--- config.mk ---
export PLATFORM = sky130hd
export DESIGN_NAME = vram_arbiter
export DESIGN_NICKNAME = d
export VERILOG_FILES = /design/src/rtl/vram_arbiter.sv
export SDC_FILE = /design/constraint.sdc
export NUM_CORES = 1
export LEC_CHECK = 0
export CORE_MARGIN = 2
export CORE_UTILIZATION = 32
export CTS_CLUSTER_SIZE = 28
export DETAILED_ROUTE_END_ITERATION = 16
export PLACE_DENSITY = 0.6
export REMOVE_ABC_BUFFERS = 1
export SLEW_MARGIN = 20
export SYNTH_ARGS = -nofsm -noshare
export SYNTH_HDL_FRONTEND = slang
export SYNTH_SLANG_ARGS = --single-unit
--- constraint.sdc ---
create_clock -name clk -period 3 [get_ports clk]
set_input_delay 0.75 -clock clk [delete_from_list [all_inputs] [get_ports clk]]
set_output_delay 0.75 -clock clk [all_outputs]
set_load 0.02 [all_outputs]
--- src/rtl/vram_arbiter.sv ---
// Video SRAM arbiter: serialises capture writes and display reads onto one SRAM port.
// Define VRAM_WRBUF_EN for a 4-entry capture write FIFO; otherwise one holding register.
module vram_arbiter #(
  parameter int ADDR_W        = 16,
  parameter int DATA_W        = 8,
  parameter int ACCESS_CYCLES = 2,
  parameter int STARVE_MAX    = 4
) (
  input  logic              clk,
  input  logic              rst,
  input  logic              wrVga,
  input  logic [ADDR_W-1:0] aVga,
  input  logic [DATA_W-1:0] dVga,
  output logic              wrVgaReq,
  input  logic              rdReq,
  input  logic [ADDR_W-1:0] rdAddr,
  output logic [DATA_W-1:0] rdData,
  output logic              rdAck,
  input  logic              ovfClr,
  output logic              ovf,
  output logic [ADDR_W-1:0] sramAddr,
  output logic [DATA_W-1:0] sramDout,
  input  logic [DATA_W-1:0] sramDin,
  output logic              sramCe,
  output logic              sramWe,
  output logic              sramOe
);

  typedef enum logic [1:0] {IDLE, WRITE, READ} state_t;

  localparam logic [3:0] LAST_CNT   = 4'(ACCESS_CYCLES - 1);
  localparam logic [3:0] STARVE_LIM = 4'(STARVE_MAX);

  state_t            state_q, state_d;
  logic [3:0]        cnt_q, cnt_d;
  logic [3:0]        starve_q, starve_d;
  logic              last_c, rd_eff;
  logic              buf_push, buf_pop, buf_full, buf_empty, drop;
  logic [ADDR_W-1:0] head_addr;
  logic [DATA_W-1:0] head_data;

  logic              wrVgaReq_q, rdAck_q, ovf_q;
  logic              sramCe_q, sramWe_q, sramOe_q;
  logic [DATA_W-1:0] rdData_q, sramDout_q;
  logic [ADDR_W-1:0] sramAddr_q;

  assign last_c   = (cnt_q == LAST_CNT);
  assign rd_eff   = rdReq && !rdAck_q;
  // Head leaves the buffer at the end of the last WRITE cycle, so the
  // wrVgaReq cycle already sees a free slot and the next head.
  assign buf_pop  = (state_q == WRITE) && last_c;
  assign buf_push = wrVga && !buf_full;
  assign drop     = wrVga && buf_full;

`ifdef VRAM_WRBUF_EN
  localparam int unsigned DEPTH = 4;

  logic [ADDR_W-1:0] fifo_addr_q [DEPTH];
  logic [DATA_W-1:0] fifo_data_q [DEPTH];
  logic [1:0]        wptr_q, rptr_q;
  logic [2:0]        count_q;

  assign buf_full  = (count_q == 3'(DEPTH));
  assign buf_empty = (count_q == '0);
  assign head_addr = fifo_addr_q[rptr_q];
  assign head_data = fifo_data_q[rptr_q];

  always_ff @(posedge clk) begin
    if (rst) begin
      wptr_q  <= '0;
      rptr_q  <= '0;
      count_q <= '0;
    end else begin
      if (buf_push) begin
        fifo_addr_q[wptr_q] <= aVga;
        fifo_data_q[wptr_q] <= dVga;
        wptr_q              <= wptr_q + 2'd1;
      end
      if (buf_pop) rptr_q <= rptr_q + 2'd1;
      count_q <= count_q + 3'(buf_push) - 3'(buf_pop);
    end
  end
`else
  logic              valid_q;
  logic [ADDR_W-1:0] hold_addr_q;
  logic [DATA_W-1:0] hold_data_q;

  assign buf_full  = valid_q;
  assign buf_empty = !valid_q;
  assign head_addr = hold_addr_q;
  assign head_data = hold_data_q;

  always_ff @(posedge clk) begin
    if (rst) begin
      valid_q     <= 1'b0;
      hold_addr_q <= '0;
      hold_data_q <= '0;
    end else begin
      if (buf_pop) valid_q <= 1'b0;
      if (buf_push) begin
        valid_q     <= 1'b1;
        hold_addr_q <= aVga;
        hold_data_q <= dVga;
      end
    end
  end
`endif

  always_comb begin
    state_d  = state_q;
    cnt_d    = cnt_q;
    starve_d = starve_q;
    case (state_q)
      IDLE: begin
        cnt_d = '0;
        if (rd_eff && (starve_q == STARVE_LIM)) state_d = READ;
        else if (!buf_empty)                    state_d = WRITE;
        else if (rd_eff)                        state_d = READ;
      end
      WRITE, READ: begin
        if (last_c) begin
          state_d = IDLE;
          cnt_d   = '0;
        end else begin
          cnt_d = cnt_q + 4'd1;
        end
      end
      default: state_d = IDLE;
    endcase
    if (!rd_eff || ((state_q == IDLE) && (state_d == READ)))
      starve_d = '0;
    else if ((state_q == IDLE) && (state_d == WRITE) && (starve_q != '1))
      starve_d = starve_q + 4'd1;
  end

  always_ff @(posedge clk) begin
    if (rst) begin
      state_q    <= IDLE;
      cnt_q      <= '0;
      starve_q   <= '0;
      wrVgaReq_q <= 1'b0;
      rdAck_q    <= 1'b0;
      rdData_q   <= '0;
      ovf_q      <= 1'b0;
      sramAddr_q <= '0;
      sramDout_q <= '0;
      sramCe_q   <= 1'b0;
      sramWe_q   <= 1'b0;
      sramOe_q   <= 1'b0;
    end else begin
      state_q    <= state_d;
      cnt_q      <= cnt_d;
      starve_q   <= starve_d;
      // Strobes are registered from next state; WE drops on the last cycle.
      sramCe_q   <= (state_d != IDLE);
      sramWe_q   <= (state_d == WRITE) && (cnt_d != LAST_CNT);
      sramOe_q   <= (state_d == READ);
      if (state_d == WRITE) begin
        sramAddr_q <= head_addr;
        sramDout_q <= head_data;
      end else if (state_d == READ) begin
        sramAddr_q <= rdAddr;
      end
      wrVgaReq_q <= buf_pop;
      rdAck_q    <= (state_q == READ) && last_c;
      if ((state_q == READ) && last_c) rdData_q <= sramDin;
      if (drop)        ovf_q <= 1'b1;
      else if (ovfClr) ovf_q <= 1'b0;
    end
  end

  assign wrVgaReq = wrVgaReq_q;
  assign rdAck    = rdAck_q;
  assign rdData   = rdData_q;
  assign ovf      = ovf_q;
  assign sramAddr = sramAddr_q;
  assign sramDout = sramDout_q;
  assign sramCe   = sramCe_q;
  assign sramWe   = sramWe_q;
  assign sramOe   = sramOe_q;

endmodule

==> impl_metrics.yaml <==
floorplanning:
  dieWidth_um: 101
  core_region_area_mm2: 0.00915
  die_height_um: 101
  die_area_mm2: 0.0101
  initial_core_util_pct: 32.6
  design.portCount: 91
  placement_rows: 35
min_path:
  min_from: "rdData[4]"
  min_path_cells: 2
  min_to: "rdData[4]"
  timing.hold.worst.class: "flip-flop to flip-flop"
route:
  detail-route-antenna-nets: 0
  finalWirelength_um: 6950
  num_vias: 2522
  drt_first_iter_violations: 100
  wl_per_cell_um: 12.9
  vias_per_cell: 4.67
  post-route-drc-count: 0
  detail_route.first_pass.iterations: 5
global_routing:
  globalRouteMet1Util_pct: 18.8
  grt_start_max_net_pins: 43
  global_route.usage.met3_pct: 3.68
  overflow: 0
  first_global_vias: 2382
  antenna_found_initial: 0
  track_usage_pct: 13.9
  grt_pass1_wl_um: 11200
  busiest_layer: "met2"
  groute.layer.met2.usage_pct: 21.7
synthesis:
  yosys_warnings: 0
  syn-instance-count: 338
  synth_area_per_cell_um2: 8.82
  yosys_register_bits: 73
  synth_sequential_area_ratio_pct: 49.0
  ys_types: 33
  syn-cell-area_mm2: 0.00298
setup_path:
  ff2ff_setup_slack_ps: 670
  worst_r2r_path_depth: 10
  critical_path.startpoint_type: "primary input"
  biggest_fanout_along_the_worst_timing_path: 18
  timing.setup.critical_path_class: "primary input to flip-flop"
  reg2reg_to: "sramAddr[10]"
  cp_data_required_time_ps: 3250
  timing.critical_path.arrival_ps: 2780
  category_of_the_worst_setup_path_capture_point: "flip-flop"
  r2r-start: "state_q[1]"
sta:
  maxSlewViolCount: 0
  transition_time_of_the_tightest_slew_check_pin_ps: 558
  setup_viol: 0
  timing.fmax_mhz: 395
  max-slew-margin-rel_pct: 62.8
  crit_path_time_final_ps: 2530
  fin_crit_sh_pct: 84.4
  timing.hold.ws_ps: 455
  hold_viol_final: 0
  worst_clock_skew_ps: 7.14
  rsz_0062_raised_after_global_routing: "false"
  fin_tns_setup_ps: 0
placement:
  finalWeightedCongestion: 0.769
  port_buffers: 90
  post-dp-hpwl_um: 4920
power_and_ir_drop:
  cellPowerDensity_mw_per_mm2: 619
  power_leakage_uw: 0.00156
  worst_case_vdd_ir_drop_mv: 0.201
clock_network:
  postCtsHoldBufs: 0
  cts_max_path_buffers: 2
  clkTransAtPathRegs_ps: 70
  cts_tree: "built"
  cts-htree-levels: 3
  clkLatencyLatePin_ps: 330
  clock_tree.root_cell: "sky130_fd_sc_hd__clkbuf_8"
  cts_made_buffers: 9
  clock-sinks: 73
  cts_setup_buffers: 0
  ctsResizeCount: 0
finish:
  area_growth_syn_to_layout_pct: 40.7
  finalNetCount: 489
  post_route_cells_drive_above_1_share_pct: 6.53
  antenna_cells: 0
status:
  status: "finished clean"
job:
  max-cap-violations: 0
==> flip-flops by register name, summed over array words and instances, names as in the netlist <==
name	cells
head_addr	16
sramAddr	16
head_data	8
rdData	8
sramDout	8
cnt_q	4
starve_q	4
state_q	2
buf_full	1
ovf	1
rdAck	1
sramCe	1
sramOe	1
sramWe	1
wrVgaReq	1
==> through the flow <==
step | utilization (%) | worst slack [ps] | area, µm² | cells | power (µW)
after floorplan | - | 131 | 2880 | 317 | 1540
after global placement | 43.8 | 176 | 4010 | 525 | 1890
after detailed placement | 43.8 | 89.6 | 4010 | 525 | 1900
after CTS | 45.8 | 436 | 4190 | 540 | 2630
after global routing | 45.8 | 289 | 4190 | 540 | 2760
final | 45.8 | 468 | 4190 | 540 | 2600
==> layout by cell type (no fill, tap or decap), drive strengths merged, types with 2 or more instances in the layout <==
cell type	netlist	layout
ha	11	11
or2	2	2
mux2i	25	25
inv	8	9
a21oi	36	36
nand2	71	71
nand3	6	6
o21ai	3	3
nand2b	5	5
buf	13	8
nor2b	7	7
clkbuf	8	10
and3	2	2
a211oi	17	17
nor2	37	37
clkdlybuf4s50	0	89
clkinv	0	2
dfxtp	73	73
==> layout make-up <==
| class | count | area, µm² |
|---|---|---|
| Tap cell | 111 | 139 |
| Clock buffer | 10 | 128 |
| Inverter | 8 | 30.0 |
| Fill cell | 932 | 4960 |
| Sequential cell | 73 | 1460 |
| Timing Repair Buffer | 97 | 986 |
| Clock inverter | 5 | 56.3 |
| Multi-Input combinational cell | 236 | 1390 |
==> worst max path at each step <==
stage | from | to | slack [ps] | cells after the start
after floorplan | rdReq | starve_q[0] | 130 | 8
after global placement | rdReq | sramAddr[5] | 180 | 9
after detailed placement | rdReq | sramAddr[7] | 90 | 9
after CTS | rdReq | sramAddr[7] | 440 | 9
after global routing | rdReq | sramAddr[8] | 290 | 9
final | rdReq | sramAddr[10] | 470 | 9
==> per-layer routing <==
metal	routed length, µm	vias to the layer above
li1	-	1301
met1	3320	1143
met2	3170	71
met3	383	7
met4	86	0
met5	0	-
==> cell usage after synthesis <==
cell type / count / area (µm²)
sky130_fd_sc_hd__and3_1: 2 / 12.5
sky130_fd_sc_hd__a32oi_1: 1 / 8.76
sky130_fd_sc_hd__o21bai_1: 1 / 7.51
sky130_fd_sc_hd__o311a_1: 1 / 10.0
sky130_fd_sc_hd__buf_2: 9 / 45.0
sky130_fd_sc_hd__a21oi_1: 36 / 180
sky130_fd_sc_hd__nand2b_1: 5 / 31.3
sky130_fd_sc_hd__a211oi_1: 17 / 128
sky130_fd_sc_hd__dfxtp_1: 73 / 1460
sky130_fd_sc_hd__or2_4: 1 / 8.76
sky130_fd_sc_hd__a311oi_2: 1 / 15.0
sky130_fd_sc_hd__nand2_1: 71 / 267
sky130_fd_sc_hd__xnor2_1: 1 / 8.76
sky130_fd_sc_hd__o32ai_2: 1 / 16.3
sky130_fd_sc_hd__nand4_1: 1 / 6.26
sky130_fd_sc_hd__inv_1: 8 / 30.0
sky130_fd_sc_hd__nor3b_4: 1 / 18.8
sky130_fd_sc_hd__buf_4: 3 / 22.5
sky130_fd_sc_hd__and2b_1: 1 / 7.51
sky130_fd_sc_hd__ha_1: 11 / 138
sky130_fd_sc_hd__o31a_1: 1 / 8.76
sky130_fd_sc_hd__o21ba_1: 1 / 10.0
sky130_fd_sc_hd__or2_1: 1 / 6.26
sky130_fd_sc_hd__xor2_1: 1 / 8.76
sky130_fd_sc_hd__mux2i_1: 25 / 250
sky130_fd_sc_hd__nor2b_1: 7 / 43.8
sky130_fd_sc_hd__and2_1: 1 / 6.26
sky130_fd_sc_hd__o22ai_1: 1 / 6.26
sky130_fd_sc_hd__nand3_1: 6 / 30.0
sky130_fd_sc_hd__nor2_1: 37 / 139
sky130_fd_sc_hd__clkbuf_1: 8 / 30.0
sky130_fd_sc_hd__o21ai_0: 3 / 15.0
sky130_fd_sc_hd__buf_1: 1 / 3.75
==> logic make-up (layout without fill, tap and decap cells) <==
group	Yosys count	in the layout	share of synthesized area [%]
fa+ha+maj	11	11	4.62
flops	73	73	49.0
mux	25	25	8.40
simple gates	134	134	19.4
buf+inv	29	120	4.41
compound gates	64	64	13.6
xor+xnor	2	2	0.588
==> critical path, stage by stage <==
cell,delay [ps]
sky130_fd_sc_hd__clkdlybuf4s50_1,450
sky130_fd_sc_hd__nor2b_1,280
sky130_fd_sc_hd__nand3_1,140
sky130_fd_sc_hd__a32oi_1,300
sky130_fd_sc_hd__inv_1,80
sky130_fd_sc_hd__ha_2,230
sky130_fd_sc_hd__buf_12,170
sky130_fd_sc_hd__mux2i_1,120
sky130_fd_sc_hd__a211oi_1,240
==> power by group <==
| group | total [µW] | internal, µW | switching (µW) |
|---|---|---|---|
| clock | 728 | 380 | 348 |
| combinational | 736 | 366 | 370 |
| sequential | 1130 | 1070 | 61.3 |
| total | 2600 | 1820 | 779 |
Note: power is estimated with default switching activity, not from simulation.
